==> src/rtl/debug_port_master.sv <==
`default_nettype none
// ============================================================================
// Module   : debug_port_master
// Purpose  : Single-outstanding initiator driving the I-cache/D-cache debug
//            ports (A2/WD2/WE2/RD2) from a valid/ready command channel.
//            Optional macro DEBUG_READBACK_VERIFY_EN re-reads every write.
// Revision : 1.0 - initial release
// ============================================================================
module debug_port_master #(
  parameter int READ_LATENCY = 1
) (
  input  logic        CPU_CLK,
  input  logic        CPU_RST,
  input  logic        cmd_valid,
  output logic        cmd_ready,
  input  logic [1:0]  cmd_op,
  input  logic [31:0] cmd_addr,
  input  logic [31:0] cmd_wdata,
  input  logic [3:0]  cmd_be,
  output logic        rsp_valid,
  input  logic        rsp_ready,
  output logic [31:0] rsp_data,
  output logic        rsp_err,
  output logic [7:0]  err_count,
  output logic        core_hold,
  output logic [31:0] CPU_Debug_InstCache_A2,
  output logic [31:0] CPU_Debug_InstCache_WD2,
  output logic [3:0]  CPU_Debug_InstCache_WE2,
  input  logic [31:0] CPU_Debug_InstCache_RD2,
  output logic [31:0] CPU_Debug_DataCache_A2,
  output logic [31:0] CPU_Debug_DataCache_WD2,
  output logic [3:0]  CPU_Debug_DataCache_WE2,
  input  logic [31:0] CPU_Debug_DataCache_RD2
);

  typedef enum logic [1:0] {
    IDLE  = 2'd0,
    ISSUE = 2'd1,
    WAIT  = 2'd2,
    RESP  = 2'd3
  } state_e;

  state_e      state_q, state_d;
  logic [1:0]  op_q, op_d;
  logic [2:0]  cnt_q, cnt_d;
  logic        cmd_ready_q, cmd_ready_d;
  logic        rsp_valid_q, rsp_valid_d;
  logic [31:0] rsp_data_q, rsp_data_d;
  logic        rsp_err_q, rsp_err_d;
  logic [7:0]  err_count_q, err_count_d;
  logic        core_hold_q, core_hold_d;
  logic [31:0] ic_a2_q, ic_a2_d, ic_wd2_q, ic_wd2_d;
  logic [3:0]  ic_we2_q, ic_we2_d;
  logic [31:0] dc_a2_q, dc_a2_d, dc_wd2_q, dc_wd2_d;
  logic [3:0]  dc_we2_q, dc_we2_d;
  logic        accept;
  logic        err_inc;
  logic [31:0] rd_sel;

`ifdef DEBUG_READBACK_VERIFY_EN
  logic [31:0] wdata_q, wdata_d;
  logic [3:0]  be_q, be_d;
  logic [31:0] be_mask;
  logic        rb_mismatch;

  assign be_mask     = {{8{be_q[3]}}, {8{be_q[2]}}, {8{be_q[1]}}, {8{be_q[0]}}};
  assign rb_mismatch = |((rd_sel ^ wdata_q) & be_mask);
`endif

  // cmd_ready_q is only high in IDLE, so it alone qualifies the handshake
  assign accept = cmd_valid && cmd_ready_q;
  assign rd_sel = op_q[0] ? CPU_Debug_DataCache_RD2 : CPU_Debug_InstCache_RD2;

  always_comb begin
    state_d     = state_q;
    op_d        = op_q;
    cnt_d       = cnt_q;
    rsp_valid_d = rsp_valid_q;
    rsp_data_d  = rsp_data_q;
    rsp_err_d   = rsp_err_q;
    ic_a2_d     = ic_a2_q;
    ic_wd2_d    = ic_wd2_q;
    ic_we2_d    = 4'b0000;
    dc_a2_d     = dc_a2_q;
    dc_wd2_d    = dc_wd2_q;
    dc_we2_d    = 4'b0000;
    err_inc     = 1'b0;
`ifdef DEBUG_READBACK_VERIFY_EN
    wdata_d     = wdata_q;
    be_d        = be_q;
`endif
    case (state_q)
      IDLE: begin
        if (accept) begin
          op_d = cmd_op;
`ifdef DEBUG_READBACK_VERIFY_EN
          wdata_d = cmd_wdata;
          be_d    = cmd_be;
`endif
          if (cmd_addr[1:0] != 2'b00) begin
            state_d     = RESP;
            rsp_valid_d = 1'b1;
            rsp_data_d  = 32'd0;
            rsp_err_d   = 1'b1;
            err_inc     = 1'b1;
          end else begin
            // Port registers load here so they are visible during ISSUE
            state_d = ISSUE;
            if (cmd_op[0]) begin
              dc_a2_d = cmd_addr;
              if (!cmd_op[1]) begin
                dc_wd2_d = cmd_wdata;
                dc_we2_d = cmd_be;
              end
            end else begin
              ic_a2_d = cmd_addr;
              if (!cmd_op[1]) begin
                ic_wd2_d = cmd_wdata;
                ic_we2_d = cmd_be;
              end
            end
          end
        end
      end
      ISSUE: begin
`ifdef DEBUG_READBACK_VERIFY_EN
        state_d = WAIT;
        cnt_d   = 3'(READ_LATENCY - 1);
`else
        if (op_q[1]) begin
          state_d = WAIT;
          cnt_d   = 3'(READ_LATENCY - 1);
        end else begin
          state_d     = RESP;
          rsp_valid_d = 1'b1;
          rsp_data_d  = 32'd0;
          rsp_err_d   = 1'b0;
        end
`endif
      end
      WAIT: begin
        if (cnt_q == 3'd0) begin
          state_d     = RESP;
          rsp_valid_d = 1'b1;
          rsp_data_d  = rd_sel;
`ifdef DEBUG_READBACK_VERIFY_EN
          rsp_err_d   = !op_q[1] && rb_mismatch;
          err_inc     = !op_q[1] && rb_mismatch;
`else
          rsp_err_d   = 1'b0;
`endif
        end else begin
          cnt_d = cnt_q - 3'd1;
        end
      end
      RESP: begin
        if (rsp_ready) begin
          state_d     = IDLE;
          rsp_valid_d = 1'b0;
        end
      end
      default: state_d = IDLE;
    endcase
    cmd_ready_d = (state_d == IDLE);
    core_hold_d = (state_d != IDLE);
    err_count_d = (err_inc && (err_count_q != 8'hFF)) ? err_count_q + 8'd1 : err_count_q;
  end

  always_ff @(posedge CPU_CLK) begin
    if (CPU_RST) begin
      state_q     <= IDLE;
      op_q        <= 2'b00;
      cnt_q       <= 3'd0;
      cmd_ready_q <= 1'b0;
      rsp_valid_q <= 1'b0;
      rsp_data_q  <= 32'd0;
      rsp_err_q   <= 1'b0;
      err_count_q <= 8'd0;
      core_hold_q <= 1'b0;
      ic_a2_q     <= 32'd0;
      ic_wd2_q    <= 32'd0;
      ic_we2_q    <= 4'b0000;
      dc_a2_q     <= 32'd0;
      dc_wd2_q    <= 32'd0;
      dc_we2_q    <= 4'b0000;
`ifdef DEBUG_READBACK_VERIFY_EN
      wdata_q     <= 32'd0;
      be_q        <= 4'b0000;
`endif
    end else begin
      state_q     <= state_d;
      op_q        <= op_d;
      cnt_q       <= cnt_d;
      cmd_ready_q <= cmd_ready_d;
      rsp_valid_q <= rsp_valid_d;
      rsp_data_q  <= rsp_data_d;
      rsp_err_q   <= rsp_err_d;
      err_count_q <= err_count_d;
      core_hold_q <= core_hold_d;
      ic_a2_q     <= ic_a2_d;
      ic_wd2_q    <= ic_wd2_d;
      ic_we2_q    <= ic_we2_d;
      dc_a2_q     <= dc_a2_d;
      dc_wd2_q    <= dc_wd2_d;
      dc_we2_q    <= dc_we2_d;
`ifdef DEBUG_READBACK_VERIFY_EN
      wdata_q     <= wdata_d;
      be_q        <= be_d;
`endif
    end
  end

  assign cmd_ready               = cmd_ready_q;
  assign rsp_valid               = rsp_valid_q;
  assign rsp_data                = rsp_data_q;
  assign rsp_err                 = rsp_err_q;
  assign err_count               = err_count_q;
  assign core_hold               = core_hold_q;
  assign CPU_Debug_InstCache_A2  = ic_a2_q;
  assign CPU_Debug_InstCache_WD2 = ic_wd2_q;
  assign CPU_Debug_InstCache_WE2 = ic_we2_q;
  assign CPU_Debug_DataCache_A2  = dc_a2_q;
  assign CPU_Debug_DataCache_WD2 = dc_wd2_q;
  assign CPU_Debug_DataCache_WE2 = dc_we2_q;

endmodule
`default_nettype wire

==> config.mk <==
export PLATFORM = sky130hd
export DESIGN_NAME = debug_port_master
export DESIGN_NICKNAME = d
export VERILOG_FILES = /design/src/rtl/debug_port_master.sv
export SDC_FILE = /design/constraint.sdc
export NUM_CORES = 1
export LEC_CHECK = 0
export CORE_UTILIZATION = 45
export DETAILED_ROUTE_END_ITERATION = 16
export PLACE_DENSITY = 0.94
export SLEW_MARGIN = 20
export SYNTH_ARGS = -nofsm -noshare
export SYNTH_HDL_FRONTEND = slang
export SYNTH_SLANG_ARGS = --single-unit
==> constraint.sdc <==
create_clock -name CPU_CLK -period 5.3 [get_ports CPU_CLK]
set_input_delay 1.06 -clock CPU_CLK [delete_from_list [all_inputs] [get_ports CPU_CLK]]
set_output_delay 1.06 -clock CPU_CLK [all_outputs]
set_load 0.1 [all_outputs]
==> results of run 1 <==
==> power by group through the flow <==
| stage | Clock, µW | Combinational [µW] | Sequential, µW |
|---|---|---|---|
| floorplan | 0 | 401 | 2000 |
| CTS | 1300 | 1150 | 1550 |
| finish | 1280 | 1150 | 1550 |
| detailed placement | 0 | 1140 | 1580 |
| global placement | 0 | 1120 | 1580 |
| global route | 1360 | 1220 | 1560 |
==> registers in the layout, summed over array words and instances, names as in the netlist <==
signal                   flops
op_q                         2
cmd_ready                    1
rsp_data                    32
CPU_Debug_DataCache_A2      32
CPU_Debug_DataCache_WE2      4
rsp_valid                    1
state_q                      2
rsp_err                      1
CPU_Debug_InstCache_A2      32
CPU_Debug_DataCache_WD2     32
CPU_Debug_InstCache_WD2     32
core_hold                    1
cnt_q                        3
CPU_Debug_InstCache_WE2      4
err_count                    8
==> how the worst min path moves through the flow <==
stage | startpoint | endpoint | slack, ns | depth (start not counted)
floorplan | cnt_q[1] | cnt_q[1] | 0.43 | 2
global placement | CPU_Debug_InstCache_WD2[12] | CPU_Debug_InstCache_WD2[12] | 0.44 | 2
detailed placement | CPU_Debug_InstCache_WD2[9] | CPU_Debug_InstCache_WD2[9] | 0.44 | 2
CTS | CPU_Debug_InstCache_WD2[9] | CPU_Debug_InstCache_WD2[9] | 0.45 | 2
global route | CPU_Debug_InstCache_WD2[6] | CPU_Debug_InstCache_WD2[6] | 0.47 | 2
finish | CPU_Debug_InstCache_WD2[9] | CPU_Debug_InstCache_WD2[9] | 0.45 | 2
==> logic make-up after synthesis <==
| group | count (synthesis) | share of synthesized area |
|---|---|---|
| simple gates | 349 | 0.218 |
| flops | 187 | 0.527 |
| compound gates | 185 | 0.148 |
| buf+inv | 70 | 0.0402 |
| mux | 35 | 0.0493 |
| fa+ha+maj | 8 | 0.0141 |
| xor+xnor | 3 | 0.00370 |
==> cell usage in the layout (no fill, tap or decap), types with 7 or more instances in the layout <==
cell and n:
clkdlybuf4s50_1 316, nand2_1 258, dfxtp_1 186, a21oi_1 134, mux2i_1 35, o31ai_1 35, nand3b_1 34, nor2_1 20
clkbuf_16 17, buf_4 10, nand3_1 8, ha_1 8, inv_1 7
==> routing by layer <==
layer | routed length (µm) | share of wire | track usage
met1 | 8260 | 0.39 | 0.275
met3 | 1650 | 0.077 | 0.0733
met4 | 525 | 0.025 | 0.0997
met5 | 0 | 0 | 0
met2 | 10900 | 0.51 | 0.482
==> final cells by class <==
type | count | share of cell area
clock buffers | 17 | 0.0388
clock inverters | 13 | 0.0152
inverters | 7 | 0.00239
multi-input cells | 580 | 0.283
flip-flops and latches | 187 | 0.341
well taps | 211 | 0.0241
repair buffers | 326 | 0.295
==> metrics by stage <==
step / area, µm² / setup slack, ns
3_3_place_gp: 10400 / 1.93
5_1_grt: 11000 / 2.09
3_5_place_dp: 10400 / 1.84
6_report: 11000 / 2.12
2_1_floorplan: 7100 / 2.92
4_1_cts: 11000 / 2.13
==> run metrics, run 1 <==
outcome=complete, no violations; path depth of the worst reg2reg path=6; initial core utilization=0.464; Fmax achieved=314 MHz; CP cell instances=clkdlybuf4s50_1; Crit. End Element=output port; root buf cell=clkbuf_16; cell-internal power=2560 µW; min Tclk post-route=3.18 ns; filler instances=1155; Combinational Power Share=0.289; endpoints failing hold=0; WP data arrival=2.12 ns; CTS H-tree lvls=4; P_sw=1430 µW; total wire length=21.3 mm; vias in the first global route=6706; Synth warnings=0; slowest CP cell=clkdlybuf4s50_1; # DRC=0; Top delay family on crit path=buffers and inverters; Detailed Routing Iterations Pass 1=5; count leader, synth=nand2_1; Switching Share=0.358; PwrDens=364 mW/mm²; initial antenna violation count=0; launch point of the worst reg-to-reg path=state_q[1]; clock latency on the worst-skew pair=0.43 ns; I/O pins=318; worst hold margin=0.451 ns; CP max FO=8; r2r setup slk=2.80 ns; Via Count=6959; post-cts resize count=0; row count=45; hold-fix buffers at CTS=0; Detailed Route Iter0 Violations=384; Syn Nets=983; worst path buffer plus inverter count=1; placed insts=1311; #FFs+latches synth=187; Max-Slew Margin vs Limit=0.279; area of the multi-input gates=0.00311 mm²; reg2reg end=CPU_Debug_InstCache_WD2[29]; ranking of synthesized cells by area=dfxtp_1 53%, nand2_1 14%, a21oi_1 9.4%; clock tree from TritonCTS=done; DRT antenna net count=0; total CTS buffers=17; ys async rst share=0; Post-Syn Area=0.00710 mm²; Slew @ Worst Pin=1.08 ns; Final GP Congestion=0.806; Final period util=0.600; final clock skew=0.0130 ns; Setup Total Neg Slack=0 ns; Syn Inst Count=837; share of cells above drive strength 1=0.0425; Crit. path cell count=1; non-filler cells, final=1341; most frequent cells after synthesis=258 x nand2_1, 187 x dfxtp_1, 134 x a21oi_1, 43 x clkbuf_1; Clock Path Buffers=2; chip height=128 µm; CP Class=register to output port; NumNets Final=1265; area of the die=0.0163 mm²; synth unique cells=39; RSZ-0062 raised after global routing=no; P_leak=0.00365 µW; Synth top area share=0.527; class of the worst hold path=register to register; Post-synth EDFFs=0; MaxCap Viol Count=0; Reg clk slew, reported paths=0.07 ns; Post-DP HPWL=15.0 mm; dominant cell type by area after synthesis=dfxtp_1; first-pass GRT wire length=33.1 mm; Most used DFF post-synth=dfxtp_1; Critical Path Sink=cmd_ready; ANT cells=0; sequential cell area=0.00374 mm²; Post-CTS Setup Bufs=0; Port Buf Inserts=317; CTS sink cnt=187; post-synthesis sequential area ratio=0.527; Avg WL per Cell=15.9 µm; total gr overflow=0; Worst EP required=4.24 ns; max incr delay on CP=1.20 ns; final core utilization=0.716; Mean Syn Cell Area=8.49 µm²; Final Setup Violations=0; fin. max-slew vios=0; via/cell ratio=5.19; core area=0.0153 mm²; maximum VDD drop=0.241 mV; crit path from=cmd_ready; Flop pwr share=0.389; final total power=3990 µW; Die Wd=128 µm; GRT Total Usage=0.259; CP Launch Type=register; largest net degree at the start of global routing=107; Area Growth Syn to Fin=54.4%; clock power share=0.322
Note: power is estimated with default switching activity, not from simulation.
==> run 2, diff against run 1 <==
--- a/config.mk
+++ b/config.mk
@@ -5,9 +5,9 @@
 export SDC_FILE = /design/constraint.sdc
 export NUM_CORES = 1
 export LEC_CHECK = 0
-export CORE_UTILIZATION = 45
+export CORE_UTILIZATION = 42
 export DETAILED_ROUTE_END_ITERATION = 16
-export PLACE_DENSITY = 0.94
+export PLACE_DENSITY = 0.89
 export SLEW_MARGIN = 20
 export SYNTH_ARGS = -nofsm -noshare
 export SYNTH_HDL_FRONTEND = slang
==> constraint.sdc (replaced) <==
create_clock -name CPU_CLK -period 3.1 [get_ports CPU_CLK]
set_input_delay 0.62 -clock CPU_CLK [delete_from_list [all_inputs] [get_ports CPU_CLK]]
set_output_delay 0.62 -clock CPU_CLK [all_outputs]
set_load 0.1 [all_outputs]
==> run 2 against run 1 <==
Register-to-register slack worse by 1.9 ns. Largest cell class unchanged. Sequential power rose by 71%. Critical path type is now register to register. Design area decreased by 3.5%. Utilization shrank 7.6 points. Die area up 7.0%. Count of clock-buffer cells in the layout grew 2. Highest routed layer unchanged. Worst hold slack got worse by 0.0016 ns. Via count fell by 1.2%.
==> run metrics, run 2 (same netlist as run 1, synthesis figures left out) <==
Crit. End Element=register; Worst EP required=3.45 ns (-0.79 ns); CP Launch Type=register; MaxCap Viol Count=0 (unchanged); Reg clk slew, reported paths=0.06 ns (about the same); total wire length=20.4 mm (-4.6%); final clock skew=0.0133 ns (+0.000305 ns); share of cells above drive strength 1=0.203 (+0.161); NumNets Final=1268 (+0.24%); Setup Total Neg Slack=0 ns (unchanged); outcome=complete, no violations; GRT Total Usage=0.232 (-0.0268); clock latency on the worst-skew pair=0.43 ns (about the same); Die Wd=132 µm (+3.5%); worst hold margin=0.450 ns (-0.00162 ns); initial antenna violation count=0 (unchanged); min Tclk post-route=2.20 ns; maximum VDD drop=0.484 mV (+100%); total CTS buffers=17 (unchanged); Post-CTS Setup Bufs=0 (unchanged); most common cell after layout, fill and taps aside=nand2_1; Post-DP HPWL=14.5 mm (-3.0%); most frequent cells in the layout=258 x nand2_1, 191 x buf_4, 186 x dfxtp_1, 136 x clkdlybuf4s50_1, 134 x a21oi_1; post-place instance area=0.00998 mm² (-3.8%); Slew @ Worst Pin=1.02 ns (-0.0620 ns); clock tree from TritonCTS=done; core area=0.0165 mm² (+7.9%); Area Growth Syn to Fin=49.1%; # DRC=0 (unchanged); P_leak=0.00406 µW (+11%); cell area after layout=0.0106 mm² (-3.5%); first-pass GRT wire length=32.3 mm (-2.3%); Final period util=0.710; Avg WL per Cell=15.0 µm (-5.4%); fin. max-slew vios=0 (unchanged); initial core utilization=0.430 (-0.0340); Port Buf Inserts=317 (unchanged); CP Class=register to register; ANT cells=0 (unchanged); filler instances=1336 (+16%); via/cell ratio=5.08 (-2.1%); DRT antenna net count=0 (unchanged); area of the die=0.0174 mm² (+7.0%); chip height=132 µm (+3.5%); Via Count=6875 (-1.2%); Detailed Routing Iterations Pass 1=4 (-1); vias in the first global route=6495 (-3.1%); total gr overflow=0 (unchanged); row count=47 (+4.4%); hold-fix buffers at CTS=0 (unchanged); I/O pins=318 (unchanged); CP max FO=12 (+4); Clock Path Buffers=2 (unchanged); Fmax achieved=455 MHz; CTS H-tree lvls=4 (unchanged); final core utilization=0.641 (-0.0756); area of the multi-input gates=0.00310 mm² (-0.36%); largest net degree at the start of global routing=101 (-5.6%); class of the worst hold path=register to register; Max-Slew Margin vs Limit=0.323 (+0.0436); sequential cell area=0.00374 mm² (unchanged); post-cts resize count=0 (unchanged); root buf cell=clkbuf_16; Detailed Route Iter0 Violations=300 (-22%); PwrDens=647 mW/mm² (+78%); endpoints failing hold=0 (unchanged); Final GP Congestion=0.815 (+1.2%); RSZ-0062 raised after global routing=no; CTS sink cnt=187 (unchanged); WP data arrival=2.55 ns (+0.43 ns); Final Setup Violations=0 (unchanged)
==> run 2: cell types whose count changed in the layout (fill, tap and decap cells not counted), moves of 2 or more <==
cell	before	now
buf_12	0	2
buf_4	10	191
clkinvlp_4	2	0
clkbuf_8	0	2
clkdlybuf4s50_1	316	136
==> run 2: area by class of cell <==
class	instances	share of cell area
Clock buffer	19	0.0428
Sequential cell	187	0.354
Timing Repair Buffer	329	0.268
Tap cell	220	0.0260
Clock inverter	11	0.0151
Multi-Input combinational cell	580	0.292
Inverter	7	0.00248
==> run 2: critical path, stage by stage, from the launching register on <==
cell       delay, ns
dfxtp_1         0.35
inv_1           0.11
ha_1            0.36
o2111ai_1       0.21
o21bai_1        0.40
or4_1           0.56
a21oi_1         0.14
==> run 2: report_power, final <==
group | total, µW | switching, µW | internal [µW]
Combinational | 1950 | 1380 | 570
Clock | 2250 | 926 | 1320
Sequential | 2650 | 117 | 2530
==> run 2: path summary, 6_finish.rpt <==
path | from | end | slack, ns | depth (start not counted)
setup reg to reg | state_q[1] | err_count[5] | 0.90 | 6
setup / recovery | state_q[1] | err_count[5] | 0.90 | 6
hold / removal | CPU_Debug_InstCache_WD2[1] | CPU_Debug_InstCache_WD2[1] | 0.45 | 2
hold reg to reg | CPU_Debug_InstCache_WD2[1] | CPU_Debug_InstCache_WD2[1] | 0.45 | 2
==> run 2: per-stage QoR <==
step	std cells	setup slack, ns	power, µW
final	1353	0.900	6850
after global routing	1353	0.734	7140
after CTS	1353	0.918	6920
after detailed placement	1323	0.515	4670
after global placement	1323	0.583	4630
after floorplan	837	0.722	4100
==> run 2: per-layer routing <==
metal  wire [µm]  up-vias  share of wire  track usage
met5           0        -              0            0
met3        1640       34          0.080       0.0642
met1        7780     3167           0.38        0.251
met4         492        0          0.024        0.109
li1            -     3387              -            -
met2       10400      287           0.51        0.418
==> run 3, diff against run 2 <==
==> constraint.sdc (replaced) <==
create_clock -name CPU_CLK -period 2.07 [get_ports CPU_CLK]
set_input_delay 0.414 -clock CPU_CLK [delete_from_list [all_inputs] [get_ports CPU_CLK]]
set_output_delay 0.414 -clock CPU_CLK [all_outputs]
set_load 0.1 [all_outputs]
==> run 3 against run 2 <==
Sequential power up 48%. Combinational power rose by 59%. Sequential share of layout area down 0.51 points. Worst hold slack got worse by 0.075 ns. Cell count up 1.1%. Critical path depth up 1.
==> run metrics, run 3 (same netlist as run 1, synthesis figures left out) <==
Fmax achieved=507 MHz (+12%); metal2 WL=10.4 mm (-0.57%); most used cell, CP=inv_1; clock power share=0.308 (-0.020); initial core utilization=0.430 (unchanged); path depth of the worst reg2reg path=7 (+1); hold-fix buffers at CTS=0 (unchanged); Flop pwr share=0.386 (about the same); Port Buf Inserts=317 (unchanged); cell-internal power=6430 µW (+45%); Detailed Routing Iterations Pass 1=8 (+4); Die Wd=132 µm (unchanged); area of the die=0.0174 mm² (unchanged); filler instances=1301 (-2.6%); ANT cells=0 (unchanged); CP max FO=32 (+20); worst slack at placement=-0.165 ns (-0.680 ns); P_sw=3740 µW (+54%); final core utilization=0.652 (+0.0109); min Tclk post-route=1.97 ns (-0.228 ns); Final GP Congestion=0.817 (+0.16%); Setup Total Neg Slack=0 ns (unchanged); endpoints failing hold=0 (unchanged); crit path from=state_q[0]; launch point of the worst reg-to-reg path=state_q[0]; maximum VDD drop=0.591 mV (+22%); Avg WL per Cell=15.0 µm (about the same); max incr delay on CP=0.56 ns (about the same); share of cells above drive strength 1=0.220 (+0.0165); DRT antenna net count=0 (unchanged); clock tree from TritonCTS=done; most frequent cells in the layout=258 x nand2_1, 195 x buf_4, 179 x dfxtp_1, 136 x clkdlybuf4s50_1, 134 x a21oi_1; Switching Share=0.368 (+0.0136); total CTS buffers=17 (unchanged); Final Setup Violations=0 (unchanged); CP Launch Type=register; class of the worst hold path=primary input to register; Worst Setup Slack, final=0.0983 ns (-0.802 ns); Hold Path Origin=CPU_RST; WP data arrival=2.27 ns (-0.28 ns); row count=47 (unchanged); met1 wire length=8.15 mm (+4.7%); clock latency on the worst-skew pair=0.43 ns (about the same); NumNets Final=1281 (+1.0%); CP Class=register to register; chip height=132 µm (unchanged); Crit. End Element=register; Worst EP required=2.37 ns (-1.08 ns); vias in the first global route=6536 (+0.63%); Combinational Power Share=0.305 (+0.020); PwrDens=945 mW/mm² (+46%); via/cell ratio=5.06 (-0.39%); r2r setup slk=0.1 ns (-0.80 ns); outcome=complete, no violations; total wire length=20.6 mm (+1.0%); I/O pins=318 (unchanged); RSZ-0062 raised after global routing=no; CTS H-tree lvls=4 (unchanged); Reg clk slew, reported paths=0.07 ns (about the same); Via Count=6924 (+0.71%); Max-Slew Margin vs Limit=0.636 (+0.313); P_leak=0.00412 µW (+1.7%); total gr overflow=0 (unchanged); Clock Path Buffers=2 (unchanged); Critical Path Sink=CPU_Debug_InstCache_WD2[28]; Slew @ Worst Pin=0.547 ns (-0.470 ns); Final period util=0.953 (+0.243); GRT Total Usage=0.233 (+0.00108); largest net degree at the start of global routing=84 (-17%); Detailed Route Iter0 Violations=388 (+29%); met3 wire length=1.53 mm (-6.9%); Area Growth Syn to Fin=51.6%; root buf cell=clkbuf_16; final clock skew=0.0130 ns (-0.000314 ns); fin. max-slew vios=0 (unchanged); first-pass GRT wire length=32.6 mm (+0.79%); reg2reg end=CPU_Debug_InstCache_WD2[28]; slowest CP cell=or4_1; CP cell instances=inv_1, ha_2, inv_1, or4_1, buf_12, nand2_1, a21oi_1; most common cell after layout, fill and taps aside=nand2_1; Post-DP HPWL=14.7 mm (+1.2%); # DRC=0 (unchanged); MaxCap Viol Count=0 (unchanged); top routing layer used=met4; core area=0.0165 mm² (unchanged); initial antenna violation count=0 (unchanged); CTS sink cnt=187 (unchanged)
run 3: through the flow:
step                instances  instance area, µm²  total power [µW]  hold slack [ns]
finish                   1368               10800             10200            0.375
global route             1368               10800             10600            0.378
CTS                      1368               10800             10300            0.357
detailed placement       1336               10200              7110            0.443
global placement         1336               10200              7050            0.438
floorplan                 837                7110              6150            0.432
run 3: worst max-delay path: cells and delay by family (launching register included):
kind / cells / cell delay, ns
and+or+nand+nor: 2 / 0.64
buffers and inverters: 3 / 0.48
DFF: 1 / 0.35
adders and majority gates: 1 / 0.30
AOI/OAI and AO/OA: 1 / 0.06
run 3: cell type report:
type	instances	area (µm²)	share of cell area
Clock buffer	19	433	0.0402
Clock inverter	13	135	0.0125
Inverter	7	26.3	0.00244
Multi-Input combinational cell	580	3100	0.288
Sequential cell	187	3750	0.349
Tap cell	220	275	0.0256
Timing Repair Buffer	342	3050	0.283
run 3: how the worst min path moves through the flow:
| stage | slack, ns | to | cells past startpoint |
|---|---|---|---|
| 2_1_floorplan | 0.43 | cnt_q[1] | 2 |
| 3_3_place_gp | 0.44 | CPU_Debug_InstCache_WD2[21] | 2 |
| 3_5_place_dp | 0.44 | CPU_Debug_InstCache_WD2[20] | 2 |
| 4_1_cts | 0.36 | state_q[0] | 2 |
| 5_1_grt | 0.38 | state_q[0] | 2 |
| 6_report | 0.38 | state_q[0] | 2 |
run 3: repair_timing:
action                                  4_1_cts  5_1_grt
endpoints found under the setup margin        2        1
gates resized for setup                       1        1
setup buffers                                 0        0
run 3: per-layer routing:
metal  vias up  GRT usage
met2       258      0.418
met4         0     0.0988
met5         -          0
met3        35     0.0600
met1      3220      0.261
li1       3411          -
run 3: power groups by stage:
| stage | registers, µW | clock network, µW | logic [µW] |
|---|---|---|---|
| 2_1_floorplan | 5120 | 0 | 1030 |
| 3_3_place_gp | 4000 | 0 | 3050 |
| 3_5_place_dp | 4010 | 0 | 3100 |
| 4_1_cts | 3930 | 3210 | 3110 |
| 5_1_grt | 3950 | 3360 | 3300 |
| 6_report | 3930 | 3140 | 3110 |
